===== src/rtl/hub75_line_receiver.sv =====
// HUB75 receive side: deserializes shifted lines into a double-buffered store, then replays each latched line as a valid/ready pixel stream (row check under HUB75_RX_ROWCHK_EN).
// First pixel is valid the cycle after the LAT sample edge; all pixel outputs hold while pix_ready is low, and a good line arriving while the store is still streaming is dropped.
module hub75_line_receiver #(
    parameter int COLS     = 64,
    parameter int ROW_BITS = 4
) (
    input  logic                clk,
    input  logic                rst_n,
    input  logic                A,
    input  logic                B,
    input  logic                C,
    input  logic                D,
    input  logic                R0,
    input  logic                G0,
    input  logic                B0,
    input  logic                R1,
    input  logic                G1,
    input  logic                B1,
    input  logic                OE,
    input  logic                LAT,
    output logic                pix_valid,
    input  logic                pix_ready,
    output logic [5:0]          pix_data,
    output logic [5:0]          pix_col,
    output logic [ROW_BITS-1:0] pix_row,
    output logic                pix_last,
    output logic                line_err,
    output logic                overrun,
    output logic                row_err
);

    typedef enum logic {R_IDLE = 1'b0, R_SEND = 1'b1} rd_state_t;

    rd_state_t           r_state;
    rd_state_t           w_state_nxt;
    logic [6:0]          r_wr_col;
    logic [6:0]          r_rd_col;
    logic                r_extra;
    logic                r_wr_bank;
    logic [5:0]          r_mem [0:1][0:63];
    logic [ROW_BITS-1:0] r_row;
    logic                r_line_err;
    logic                r_overrun;

    logic                w_rd_bank;
    logic                w_sample;
    logic                w_wr_room;
    logic                w_good;
    logic                w_accept;
    logic                w_accept_last;
    logic                w_commit;
    logic [ROW_BITS-1:0] w_row;
    logic [5:0]          w_pix;

    assign w_row         = ROW_BITS'({D, C, B, A});
    assign w_pix         = {R0, G0, B0, R1, G1, B1};
    assign w_rd_bank     = ~r_wr_bank;
    assign w_sample      = OE & ~LAT;
    assign w_wr_room     = (r_wr_col < 7'(COLS));
    assign w_good        = LAT & (r_wr_col == 7'(COLS)) & ~r_extra;
    assign w_accept      = pix_valid & pix_ready;
    assign w_accept_last = w_accept & pix_last;
    // The read side counts as free when its final beat leaves on this very edge.
    assign w_commit      = w_good & ((r_state == R_IDLE) | w_accept_last);

    assign pix_valid = (r_state == R_SEND);
    assign pix_last  = pix_valid & (r_rd_col == 7'(COLS - 1));
    assign pix_data  = pix_valid ? r_mem[w_rd_bank][r_rd_col[5:0]] : 6'd0;
    assign pix_col   = r_rd_col[5:0];
    assign pix_row   = r_row;
    assign line_err  = r_line_err;
    assign overrun   = r_overrun;

    always_ff @(posedge clk) begin
        if (w_sample && w_wr_room) begin
            r_mem[r_wr_bank][r_wr_col[5:0]] <= w_pix;
        end
    end

    always_ff @(posedge clk or negedge rst_n) begin
        if (!rst_n) begin
            r_wr_col  <= 7'd0;
            r_extra   <= 1'b0;
            r_wr_bank <= 1'b0;
        end else if (LAT) begin
            r_wr_col <= 7'd0;
            r_extra  <= 1'b0;
            if (w_commit) begin
                r_wr_bank <= ~r_wr_bank;
            end
        end else if (w_sample) begin
            if (w_wr_room) begin
                r_wr_col <= r_wr_col + 7'd1;
            end else begin
                r_extra <= 1'b1;
            end
        end
    end

    always_ff @(posedge clk or negedge rst_n) begin
        if (!rst_n) begin
            r_state <= R_IDLE;
        end else begin
            r_state <= w_state_nxt;
        end
    end

    always_comb begin
        w_state_nxt = r_state;
        case (r_state)
            R_IDLE: begin
                if (w_commit) begin
                    w_state_nxt = R_SEND;
                end
            end
            R_SEND: begin
                if (w_commit) begin
                    w_state_nxt = R_SEND;
                end else if (w_accept_last) begin
                    w_state_nxt = R_IDLE;
                end
            end
            default: w_state_nxt = R_IDLE;
        endcase
    end

    always_ff @(posedge clk or negedge rst_n) begin
        if (!rst_n) begin
            r_rd_col   <= 7'd0;
            r_row      <= '0;
            r_line_err <= 1'b0;
            r_overrun  <= 1'b0;
        end else begin
            r_line_err <= LAT & ~w_good;
            r_overrun  <= w_good & ~w_commit;
            if (w_commit) begin
                r_rd_col <= 7'd0;
                r_row    <= w_row;
            end else if (w_accept) begin
                r_rd_col <= w_accept_last ? 7'd0 : (r_rd_col + 7'd1);
            end
        end
    end

`ifdef HUB75_RX_ROWCHK_EN
    // r_row only moves on commit, so it already holds the previous committed row.
    logic r_have_prev;
    logic r_row_err;

    always_ff @(posedge clk or negedge rst_n) begin
        if (!rst_n) begin
            r_have_prev <= 1'b0;
            r_row_err   <= 1'b0;
        end else begin
            r_row_err <= 1'b0;
            if (w_commit) begin
                r_have_prev <= 1'b1;
                r_row_err   <= r_have_prev & (w_row != ROW_BITS'(r_row + 1'b1));
            end
        end
    end

    assign row_err = r_row_err;
`else
    assign row_err = 1'b0;
`endif

endmodule


===== config.mk =====
export PLATFORM = sky130hd
export DESIGN_NAME = hub75_line_receiver
export DESIGN_NICKNAME = d
export VERILOG_FILES = /design/src/rtl/hub75_line_receiver.sv
export SDC_FILE = /design/constraint.sdc
export NUM_CORES = 1
export LEC_CHECK = 0
export CAP_MARGIN = 20
export CORE_UTILIZATION = 25
export DETAILED_ROUTE_END_ITERATION = 8
export PLACE_DENSITY = 0.47
export RECOVER_POWER = 100
export SLEW_MARGIN = 20
export SYNTH_ARGS = -nofsm -noshare
export SYNTH_HDL_FRONTEND = slang
export SYNTH_SLANG_ARGS = --single-unit

===== constraint.sdc =====
create_clock -name clk -period 2.75 [get_ports clk]
set_clock_uncertainty 0.1 [all_clocks]
set_input_delay 0.4125 -clock clk [delete_from_list [all_inputs] [get_ports clk]]
set_output_delay 0.4125 -clock clk [all_outputs]
set_load 0.005 [all_outputs]

=== Yosys cells after proc, flatten, opt, wreduce, memory -nomap -nowiden ===
Memories as Yosys holds them, arrays and structs flattened.
Index checks and enable logic that the tools add are counted.

* Bits in registers: 23
* Memory bits (writable): 768
* Output and inout bits: 21
* Logic and storage cells: 65
* Memories kept: 1

{| class="wikitable"
|+ Memories
! memory !! words !! bits a word !! read ports !! clocked after Yosys merged registers in !! write ports !! line !! text
|-
| r_mem || 2 || 384 || 1 || 0 || 1 || 40 || <nowiki>logic [5:0] r_mem [0:1][0:63];</nowiki>
|}

* Add/subtract/negate cells: 2
* $lt $le $gt $ge: 4
* Equality and inequality tests: 3
* Muxes and demuxes: 21
* Bitwise operators: 18
* Reduce and logical (&&, ||, !) cells: 8

{| class="wikitable"
|+ Operators by type and width
! cell !! number
|-
| 384-bit 2-to-1 mux || 1
|-
| 7-bit 2-to-1 mux || 6
|-
| 6-bit binary-select mux with 6-bit select || 1
|-
| 6-bit demux with 6-bit select || 1
|-
| 6-bit 2-to-1 mux || 4
|-
| 7-bit by 1-bit adder with 7-bit output (second input constant) || 2
|-
| 7-bit >= comparator (second input constant) || 2
|-
| 6-bit inverter with 7-bit output || 2
|-
| 1-bit AND || 9
|-
| 7-bit by 6-bit == test with 1-bit output (second input constant) || 1
|-
| 7-bit == test (second input constant) || 1
|-
| 7-bit by 1-bit < comparator with 1-bit output (second input constant) || 1
|-
| 7-bit < comparator (second input constant) || 1
|-
| 1-bit 2-to-1 mux || 7
|-
| 1-bit inverter || 6
|-
| 2-bit AND reduction || 3
|-
| 2-bit nonzero test || 3
|-
| 1-bit logical AND || 2
|-
| 2-bit inequality test (second input constant) || 1
|-
| 1-bit case mux with 2 select lines || 1
|-
| 1-bit bitwise OR || 1
|}

=== Logic depth before layout (Yosys ltp) ===
* Depth in word-level cells: 7
* Gate-level depth with buffers: 9
* Depth with buffers taken out: 7

=== Least setup slack after synthesis ===
Ideal clock, no wire load.

* Path type: register -> output
* From: register r_rd_col[0]
* To: output pix_data[4]
* Arrival: 1.852 ns
* Setup slack: 0.386 ns
* Cell stages (with the launch flop): 8
* Path buffers: 2
* Cells stage by stage: dfrtp_1 > buf_4 > clkbuf_1 > mux4_2 > mux2i_1 > a21oi_1 > a2111oi_1 > a32oi_1

* Cells in the longest elaborated chain, start to end: 5

{| class="wikitable"
|+ RTL lines
! element !! line !! text
|-
| from (decl) || 37 || <nowiki>logic [6:0] r_rd_col;</nowiki>
|-
| from (signal assigned) || 140 || <nowiki>r_rd_col <= w_accept_last ? 7'd0 : (r_rd_col + 7'd1);</nowiki>
|-
| 6-bit inverter with 7-bit output (implied by the code) || 68 || <nowiki>assign pix_data = pix_valid ? r_mem[w_rd_bank][r_rd_col[5:0]] : 6'd0;</nowiki>
|-
| 6-bit binary-select mux with 6-bit select || 68 ||
|-
| 6-bit 2-to-1 mux (implied by the code) (2 in series) || 68 ||
|-
| 6-bit 2-to-1 mux || 68 ||
|-
| to (decl) || 23 || <nowiki>output logic [5:0] pix_data,</nowiki>
|}

Every way passes these cells. The select of a mux whose other input is x is not followed.

=== Worst setup path in the final report ===
* From: register r_wr_bank
* To: output pix_data[2]

* Cells in the longest elaborated chain, start to end: 6

{| class="wikitable"
|+ RTL lines
! element !! line !! text
|-
| from (decl) || 39 || <nowiki>logic r_wr_bank;</nowiki>
|-
| from (signal assigned) || 89 || <nowiki>r_wr_bank <= ~r_wr_bank;</nowiki>
|-
| 1-bit inverter || 57 || <nowiki>assign w_rd_bank = ~r_wr_bank;</nowiki>
|-
| memory read 2 x 384 bit || -- ||
|-
| 6-bit binary-select mux with 6-bit select || 68 ||
|-
| 6-bit 2-to-1 mux (implied by the code) (2 in series) || 68 ||
|-
| 6-bit 2-to-1 mux || 68 ||
|}

Every way passes these cells. The select of a mux whose other input is x is not followed.

==> implementation parameters <==
Parameter                              Value

Setup path
  Series of cell instances along the critical path    buf_16, buf_12, buf_4, mux4_2, mux2i_1, a21oi_1, a2111oi_4, a32oi_4, buf_2
  Highest net fanout along the worst path    5
  Crit-path leading delay family    compound AO/OA/AOI/OAI gates
  Largest stage delay, worst path    560 ps
  Sum of buffers and inverters on the critical path    4
  WP data required    2240 ps
  Crit start category    flop
  Standard cell with the maximum stage delay on the critical path    dfrtp_4
  Critical path startpoint    r_wr_bank$_DFFE_PN0P_
  Reg2Reg Launch Point    r_rd_col[0]$_DFFE_PN0P_
  CP Class    flop to output pin
  Crit path DAT    3310 ps
  Type of destination of the critical path    output pin

STA
  Transition time of the tightest slew-check pin    1731 ps
  Total setup violations reported at the end of the flow    13
  Achievable clock frequency    261.8 MHz
  Setup_tns    -7966 ps
  Relative slew slack    -0.1542
  Share of the clock period used by the worst path    1.389
  Setup repair after global routing missed its margin    true
  Final critical path time including I/O delays and setup    3820 ps
  Hold violation count in the final report    0
  Max Transition Viols Final    128
  Worst setup slack after layout    -1070 ps

Route
  Count of TritonRoute iterations in the first routing pass    5
  Post-route antenna net violation count    0
  Total length of routed wires    85.85 mm
  Vias    17400
  Avg Vias per Cell    4.491
  DRC violation count after routing    0
  Wire length per cell    22.15 microns
  Count of routing violations after the opening detailed-route iteration    1246

Floorplanning
  FP Rows    130
  Die area    128100 sq um
  X dimension of the die    357.9 microns
  Initial core utilization    0.2521
  Placeable core region    125600 sq um
  Height of the die    357.9 microns
  Total I/O pin count    36

GRT
  Aggregate global-route resource usage    0.1342
  Antenna violations before repair    3
  Remaining global-route overflow    0
  First-pass GRT wire length    125.1 mm
  Maximum number of pins on one net before global-route repair    108
  Vias in the first global route    18210

Clock tree
  H-Tree Level Count    3
  Clock-pin slew of the registers on the worst-case setup and hold paths    60 ps
  CTS Root Buffer Type    clkbuf_16
  Number of sinks on the clock net    791
  CTS tree    built
  Latest clock arrival within the worst-skew pair    650 ps
  Largest buffer count on any clock path    3
  Number of clock buffers inserted by TritonCTS    87

Synth
  Largest area contributor in the netlist    edfxtp_1
  Most frequent cells after synthesis    edfxtp_1, nor2_1, mux2_2, mux2i_1
  Most repeated cell in the gate-level netlist after synthesis    edfxtp_1
  Synthesis Warnings    0
  Cells after synthesis    1760
  Syn nets    1778
  Total of flip-flops plus latches after synthesis    791
  Fraction of post-synthesis cell area in the top cell type by area    0.7285
  Most area-consuming cells after synthesis    edfxtp_1, mux4_2, mux2_2
  Area of the mapped netlist    31660 sq um
  Register area share after synthesis    0.7466
  Synth cell types    52
  Number of enable flip-flop cells after synthesis    768
  Post-Syn Area per Cell    17.99 sq um
  Dominant synthesized flop cell    edfxtp_1
  Share of flip-flops with an asynchronous set or reset after synthesis    0.02908

Hold path
  Hold_sp    C
  Type of the most critical hold path    input port to flop

Pwr
  Reported leakage power    12.76 nW
  Internal power component    19.71 mW
  Switching portion of total power    0.2014
  Share of power burned in combinational logic    0.013
  Clk pwr share    0.450
  Register share of total power    0.537
  Worst-case vdd ir drop    0.4043 mV
  Power per cell area    611.2 nW/um^2
  Power dissipated by switching net loads    4.968 mW

Placement
  Number of port buffers    34
  Placer Congestion    0.8455
  Post-DP HPWL    55.16 mm
  Count of placed standard cells including taps    3678

Layout
  Sequential cell area    23640 sq um
  Number of nets in the finished design    2175
  Footprint of the multi-input gates    8157 sq um
  Filler Cell Count    12130
  ANT cells    0
  Synth-to-layout area growth    27.51%
  Ratio of cells with drive above 1 in the final layout    0.3596
  Post-layout instance count excluding filler cells    3875

Run status
  Outcome    complete, but fails checks
  Violations in the final reports    max-capacitance violations, max-slew violations, negative setup slack

Job
  Maximum Capacitance Violations    3
[power by group through the flow]
| stage | Sequential [mW] | Clock (mW) | Combinational (mW) |
|---|---|---|---|
| 6_report | 13.2 | 11.1 | 0.310 |
| 5_1_grt | 13.2 | 11.8 | 0.342 |
| 4_1_cts | 13.2 | 11.4 | 0.360 |
| 3_5_place_dp | 13.5 | 0 | 0.359 |
| 3_3_place_gp | 13.5 | 0 | 0.344 |
| 2_1_floorplan | 13.5 | 0 | 0.0317 |
[final timing paths]
check                                          to  slack (ps)  cells after the start
max                                   pix_data[2]       -1070                      9
min                        pix_row[2]$_DFFE_PN0P_         290                      2
max reg2reg                pix_row[1]$_DFFE_PN0P_        -240                     11
min reg2reg                pix_row[3]$_DFFE_PN0P_         410                      1
max in group asynchronous   r_wr_bank$_DFFE_PN0P_         890                      2
min in group asynchronous  pix_row[2]$_DFFE_PN0P_         570                      2
[state kept, by name, summed over array words and instances (netlist names)]
| name | flops |
|---|---|
| r_rd_col | 7 |
| overrun | 1 |
| r_mem | 768 |
| line_err | 1 |
| pix_row | 4 |
| r_extra | 1 |
| r_wr_col | 7 |
| r_wr_bank | 1 |
| pix_valid | 1 |
[cell type report]
class                      count  area share
tap                         1650     0.05114
timing repair buffer         418     0.09382
multi-input combinational    856      0.2021
inverter                       3   0.0002790
sequential                   791      0.5857
clock inverter                54     0.01001
clock buffer                 103     0.05700
[what timing repair did]
| action | in CTS | in global routing |
|---|---|---|
| hold buffers | 1 | 0 |
| hold endpoints to repair | 4 | 0 |
| buffers inserted | 27 | 5 |
| setup endpoints to repair | 13 | 29 |
| cloned | 11 | 0 |
| gates resized for setup | 193 | 33 |
| pin swaps | 42 | 18 |
[kinds of logic (layout without fill, tap and decap cells)]
kind of cell             after synthesis  in the layout  synth area share
flip-flops                           791            791            0.7466
AND/OR/NAND/NOR                      293            293           0.04134
XOR/XNOR                               9              9          0.002490
buffers and inverters                113            578           0.02312
AO/OA/AOI/OAI                        251            251           0.05671
other                                  1              1         0.0001184
adder cells (fa/ha/maj)                3              3          0.001186
multiplexers                         299            299            0.1284
[metal layers]
layer,wire length (microns),GRT usage,share of wire
met5,9,0,0.00010
met4,2449,0.04689,0.029
met3,3895,0.02321,0.045
met2,41800,0.2219,0.49
met1,37700,0.1768,0.44
[per-stage QoR]
| step | total power [mW] | util | cell area [sq um] | hold slack, ps | setup slack (ps) |
|---|---|---|---|---|---|
| after floorplan | 13.52 | - | 31660 | 16.91 | 385.6 |
| after global placement | 13.83 | 0.2896 | 36360 | 391.4 | -1304 |
| after detailed placement | 13.85 | 0.2896 | 36360 | 398.6 | -1278 |
| after CTS | 25.01 | 0.3225 | 40500 | 10.91 | -1147 |
| after global routing | 25.42 | 0.3215 | 40370 | 287.0 | -1159 |
| final | 24.67 | 0.3215 | 40370 | 286.9 | -1070 |
[placed cells by master, fill, tap and decap left out, types with 7 or more instances in the layout]
master and count:
mux2_2 137, clkdlybuf4s50_1 11, a211oi_1 42, dfrtp_1 21, edfxtp_1 768, clkbuf_1 39, a211oi_2 11, clkinv_1 24
clkbuf_2 14, o22ai_1 59, nand2_1 29, buf_4 293, clkbuf_16 91, xnor2_1 7, dlygate4sd3_1 10, nor2_1 169
o21ai_0 18, a2111oi_2 9, buf_6 10, nor2b_1 40, o21ai_1 10, buf_16 13, clkinv_2 16, a22o_1 8
mux4_2 72, a2111oi_4 9, buf_12 30, a21oi_1 7, nand3_1 11, o22ai_2 10, mux2i_1 80
(Power assumes the default switching activity.)
